### src/rtl/sti_dac_gen.sv
// sti_dac_gen: serializes 8..32-bit frames and packs the bit stream into bytes written to odd/even bank pairs.
// Define STI_DAC_GEN_PAD_EN to zero-fill the remaining memory after the last frame before finishing.
module sti_dac_gen #(
    parameter int NUM_BANKS = 4,
    parameter int ADDR_W    = 5
) (
    input  logic                 clk,
    input  logic                 reset,
    input  logic                 load,
    input  logic [15:0]          pi_data,
    input  logic [1:0]           pi_length,
    input  logic                 pi_fill,
    input  logic                 pi_msb,
    input  logic                 pi_low,
    input  logic                 pi_end,
    output logic                 so_data,
    output logic                 so_valid,
    output logic                 busy,
    output logic [7:0]           oem_dataout,
    output logic [ADDR_W-1:0]    oem_addr,
    output logic [NUM_BANKS-1:0] odd_wr,
    output logic [NUM_BANKS-1:0] even_wr,
    output logic                 oem_finish
);
    localparam int CAP = NUM_BANKS << (ADDR_W + 1);
    localparam int KW  = ($clog2(CAP) + 1 < 4) ? 4 : $clog2(CAP) + 1;
    localparam int BW  = (NUM_BANKS > 1) ? $clog2(NUM_BANKS) : 1;
    localparam logic [KW-1:0] CAP_K = KW'(CAP);

    typedef enum logic [1:0] {
        IDLE   = 2'd0,
        SHIFT  = 2'd1,
`ifdef STI_DAC_GEN_PAD_EN
        PAD    = 2'd2,
`endif
        FINISH = 2'd3
    } state_t;

    state_t               state_q, state_d;
    logic [31:0]          frame_q, frame_d, frame_in;
    logic [1:0]           len_q, len_d;
    logic                 msb_q, msb_d, end_q, end_d;
    logic [4:0]           cnt_q, cnt_d, nxt, idx;
    logic                 so_data_q, so_data_d;
    logic [6:0]           byte_q, byte_d;
    logic [2:0]           bc_q, bc_d;
    logic [KW-1:0]        k_q, k_d;
    logic [7:0]           dout_q, dout_d;
    logic [ADDR_W-1:0]    addr_q, addr_d;
    logic [NUM_BANKS-1:0] odd_q, odd_d, even_q, even_d, sel;
    logic                 fin_q, fin_d;
    logic                 last, shift_st, pad_st, wr_en;

    assign frame_in = (pi_length == 2'b00) ? {24'd0, pi_low ? pi_data[15:8] : pi_data[7:0]} :
                      (!pi_fill || pi_length == 2'b01) ? {16'd0, pi_data} :
                      (pi_length == 2'b10) ? {8'd0, pi_data, 8'd0} : {pi_data, 16'd0};

    assign nxt      = cnt_q + 5'd1;
    assign idx      = msb_q ? {len_q, 3'b111} - nxt : nxt;
    assign last     = cnt_q == {len_q, 3'b111};
    assign shift_st = state_q == SHIFT;
`ifdef STI_DAC_GEN_PAD_EN
    assign pad_st   = state_q == PAD;
`else
    assign pad_st   = 1'b0;
`endif
    // Saturated k discards bytes; the serial side keeps running regardless.
    assign wr_en    = ((shift_st && bc_q == 3'd7) || pad_st) && k_q != CAP_K;
    assign sel      = NUM_BANKS'(1) << k_q[ADDR_W+1 +: BW];

    always_comb begin
        state_d   = state_q;
        frame_d   = frame_q;
        len_d     = len_q;
        msb_d     = msb_q;
        end_d     = end_q;
        cnt_d     = cnt_q;
        so_data_d = so_data_q;
        byte_d    = byte_q;
        bc_d      = bc_q;
        k_d       = k_q;
        dout_d    = dout_q;
        addr_d    = addr_q;
        odd_d     = '0;
        even_d    = '0;
        fin_d     = fin_q || state_q == FINISH;
        if (wr_en) begin
            k_d              = k_q + KW'(1);
            dout_d           = pad_st ? 8'd0 : {byte_q, so_data_q};
            addr_d           = k_q[ADDR_W:1];
            {odd_d, even_d}  = (k_q[0] ^ k_q[3]) ? {{NUM_BANKS{1'b0}}, sel} : {sel, {NUM_BANKS{1'b0}}};
        end
        if (shift_st) begin
            cnt_d  = nxt;
            byte_d = {byte_q[5:0], so_data_q};
            bc_d   = bc_q + 3'd1;
        end
        case (state_q)
            IDLE: if (load) begin
                state_d   = SHIFT;
                frame_d   = frame_in;
                len_d     = pi_length;
                msb_d     = pi_msb;
                end_d     = pi_end;
                cnt_d     = 5'd0;
                so_data_d = pi_msb ? frame_in[{pi_length, 3'b111}] : frame_in[0];
            end
            SHIFT: begin
                so_data_d = last ? so_data_q : frame_q[idx];
`ifdef STI_DAC_GEN_PAD_EN
                if (last) state_d = !end_q ? IDLE : (k_d == CAP_K) ? FINISH : PAD;
`else
                if (last) state_d = !end_q ? IDLE : FINISH;
`endif
            end
`ifdef STI_DAC_GEN_PAD_EN
            PAD: if (k_d == CAP_K) state_d = FINISH;
`endif
            default: ;
        endcase
    end

    always_ff @(posedge clk or posedge reset) begin
        if (reset) begin
            state_q   <= IDLE;
            frame_q   <= '0;
            len_q     <= '0;
            msb_q     <= 1'b0;
            end_q     <= 1'b0;
            cnt_q     <= '0;
            so_data_q <= 1'b0;
            byte_q    <= '0;
            bc_q      <= '0;
            k_q       <= '0;
            dout_q    <= '0;
            addr_q    <= '0;
            odd_q     <= '0;
            even_q    <= '0;
            fin_q     <= 1'b0;
        end else begin
            state_q   <= state_d;
            frame_q   <= frame_d;
            len_q     <= len_d;
            msb_q     <= msb_d;
            end_q     <= end_d;
            cnt_q     <= cnt_d;
            so_data_q <= so_data_d;
            byte_q    <= byte_d;
            bc_q      <= bc_d;
            k_q       <= k_d;
            dout_q    <= dout_d;
            addr_q    <= addr_d;
            odd_q     <= odd_d;
            even_q    <= even_d;
            fin_q     <= fin_d;
        end
    end

    assign so_data     = so_data_q;
    assign so_valid    = shift_st;
    assign busy        = state_q != IDLE;
    assign oem_dataout = dout_q;
    assign oem_addr    = addr_q;
    assign odd_wr      = odd_q;
    assign even_wr     = even_q;
    assign oem_finish  = fin_q;
endmodule

### config.mk
export PLATFORM = sky130hd
export DESIGN_NAME = sti_dac_gen
export DESIGN_NICKNAME = d
export VERILOG_FILES = /design/src/rtl/sti_dac_gen.sv
export SDC_FILE = /design/constraint.sdc
export NUM_CORES = 1
export LEC_CHECK = 0
export CORE_MARGIN = 10
export CORE_UTILIZATION = 40
export CTS_BUF_LIST = sky130_fd_sc_hd__clkbuf_16
export DETAILED_ROUTE_END_ITERATION = 16
export SETUP_SLACK_MARGIN = 0.15
export SLEW_MARGIN = 10
export SYNTH_ARGS = -nofsm -noshare
export SYNTH_HDL_FRONTEND = slang
export SYNTH_SLANG_ARGS = --single-unit
### constraint.sdc
create_clock -name clk -period 3.6 [get_ports clk]
set_input_delay 0.72 -clock clk [delete_from_list [all_inputs] [get_ports clk]]
set_output_delay 0.72 -clock clk [all_outputs]
set_load 0.005 [all_outputs]
==> flow_summary.json <==
{
  "status": "finished clean",
  "power.density_mw_per_mm2": 827,
  "worstHoldStart": "oem_finish",
  "ys_ff_latch": 85,
  "startpoint": "state_q[0]",
  "cts_tree": "built",
  "root_buffer": "clkbuf_16",
  "io_buffer_count": 49,
  "synth_top_area_share_pct": 48.5,
  "vias": 3325,
  "drtIter0Drc": 283,
  "setup_ws_ps": 950,
  "via_per_inst": 5.37,
  "r2r_start": "cnt_q[0]",
  "grt_max_degree": 53,
  "die_w_um": 125,
  "rsz0062_at_grt": "no",
  "path_clk_slew_ps": 60,
  "synth.largest_area_cell": "dfrtp_1",
  "area_growth_pct": 19.3,
  "fp.dieH_um": 125,
  "hpwl_mm": 7.56,
  "worst_pin_slew_ps": 701,
  "p_total_mw": 4.32,
  "critPathCaptureType": "primary output",
  "critPathLaunchType": "register",
  "drc": 0,
  "syn-cell-area_mm2": 0.00439,
  "synth_area_leaders": "dfrtp_1, nand2_1, mux2_2",
  "utilization_pct": 48.5,
  "place_congestion": 0.916,
  "htreeDepth": 3,
  "yosys_most_used_dff": "dfrtp_1",
  "dpl_cell_area_mm2": 0.00494,
  "yosysMostFrequentCell": "dfrtp_1",
  "rows": 38,
  "seq_area_frac_synth_pct": 48.5,
  "whs_ps": 461,
  "p_sw_share_pct": 37.1,
  "seq_power_share_pct": 37.8,
  "final-instance-count-excl-fill": 619,
  "synth_common_cells": "dfrtp_1, nand2_1, nor2_1",
  "setup_viol": 0,
  "p_int_mw": 2.72,
  "switchingPower_mw": 1.61,
  "die_area_mm2": 0.0156,
  "antenna_found_initial": 0,
  "firstDrtPassIters": 4,
  "syn-mean-instance-area_um2": 10.0,
  "p_comb_share_pct": 40.7,
  "fin_area_mm2": 0.00523,
  "initial_core_util_pct": 40.6,
  "path_max_fanout": 15,
  "min_path_type": "register to register",
  "dp_cells": 604,
  "grt.total_usage_pct": 13.5,
  "drive_above_1_share_pct": 11.7,
  "synth_edf_count": 0,
  "p_leak_nw": 2.33,
  "max_freq_mhz": 377,
  "ios": 50,
  "clk_path_buf_depth": 2,
  "tns_ps": 0,
  "coreArea_mm2": 0.0108,
  "nets": 505,
  "overflow": 0,
  "hold_viol_final": 0,
  "wl_mm": 10.3,
  "fin_crit_sh_pct": 73.6,
  "async_reset_ff_share_pct": 100,
  "cts_resized": 0,
  "worst_clock_skew_ps": 7.27,
  "grt_pass1_wl_mm": 17.7,
  "ant_nets": 0,
  "syn_inst": 438,
  "crit_type": "register to primary output",
  "worstSkewPairLatency_ps": 330,
  "clkPwrFrac_pct": 21.5,
  "numCtsBuffers": 9,
  "max_cap_violations": 0,
  "min_period_ps": 2650,
  "cp.required_ps": 2880,
  "holdBufCountCts": 0,
  "syn_nets": 468,
  "place_ws_ps": 881,
  "crit_arrival_ps": 1930,
  "irDropWorstVdd_v": 0.000335,
  "slew_viol_final": 0,
  "ys_types": 61,
  "post_drt_wl_per_cell_um": 16.7,
  "yosys_warnings": 0,
  "slew_headroom_pct": 53.3,
  "clock_sinks": 85,
  "cts_setup_buffers": 0,
  "antenna_cells": 0,
  "grt_pass1_vias": 3427
}
## critical path, stage by stage (launching register included)
cell and delay [ps]:
dfrtp_1 610, nand2b_4 210, inv_2 230, clkdlybuf4s50_1 550
## final timing paths
| check | to | slack (ps) | depth (start not counted) |
|---|---|---|---|
| min | oem_finish | 460 | 1 |
| max in group asynchronous | frame_q[10] | 2160 | 3 |
| max | so_valid | 950 | 3 |
| max reg2reg | so_data | 990 | 7 |
| min in group asynchronous | odd_wr[0] | 760 | 2 |
| min reg2reg | oem_finish | 460 | 1 |
## sequential cells by signal (all words and copies together), names as in the netlist
signal / count
bc_q: 3
byte_q: 7
cnt_q: 5
end_q: 1
even_wr: 4
frame_q: 32
k_q: 9
len_q: 2
msb_q: 1
odd_wr: 4
oem_addr: 5
oem_dataout: 8
oem_finish: 1
so_data: 1
state_q: 2
## area by class of cell
| type | instances | area (um2) |
|---|---|---|
| multi-input combinational | 313 | 2050 |
| clock inverter | 6 | 68.8 |
| clock buffer | 9 | 225 |
| sequential | 85 | 2130 |
| inverter | 13 | 50.0 |
| timing repair buffer | 53 | 533 |
| fill | 1043 | 5560 |
| tap | 140 | 175 |
## kinds of logic (layout without fill, tap and decap cells)
logic type	after synthesis	in the layout	share of synthesized area, %
and+or+nand+nor	165	165	18.6
AOI/OAI and AO/OA	94	94	14.7
DFF	85	85	48.5
buffers and inverters	40	81	4.74
muxes	31	31	7.90
xor gates and xnor gates	18	18	4.14
adders and majority gates	5	5	1.43
## layer usage
metal	vias to the layer above	part of all wire [%]	global-route usage [%]
met2	94	46	21.4
li1	1623	-	-
met5	-	0	0
met4	0	1.3	3.02
met1	1596	46	17.1
met3	12	6.9	4.72
## cells in the final DEF (no fill, tap or decap), types with 10 or more instances in the layout
cell type	count
a31oi_1	10
nor2_1	36
a22o_1	18
mux2i_1	14
clkdlybuf4s50_1	49
xnor2_1	11
o21ai_0	32
inv_1	11
dfrtp_1	85
nand2_1	73
nand3_1	13
mux2_2	15
## power groups by stage
stage               logic [mW]  clock network (mW)  registers (mW)
finish                    1.76               0.928            1.63
global route              1.97               0.996            1.70
CTS                       1.78               0.948            1.64
detailed placement        1.77                   0            1.65
global placement          1.73                   0            1.64
floorplan                 1.44                   0            1.50
Power figures use the tool's default switching activity.
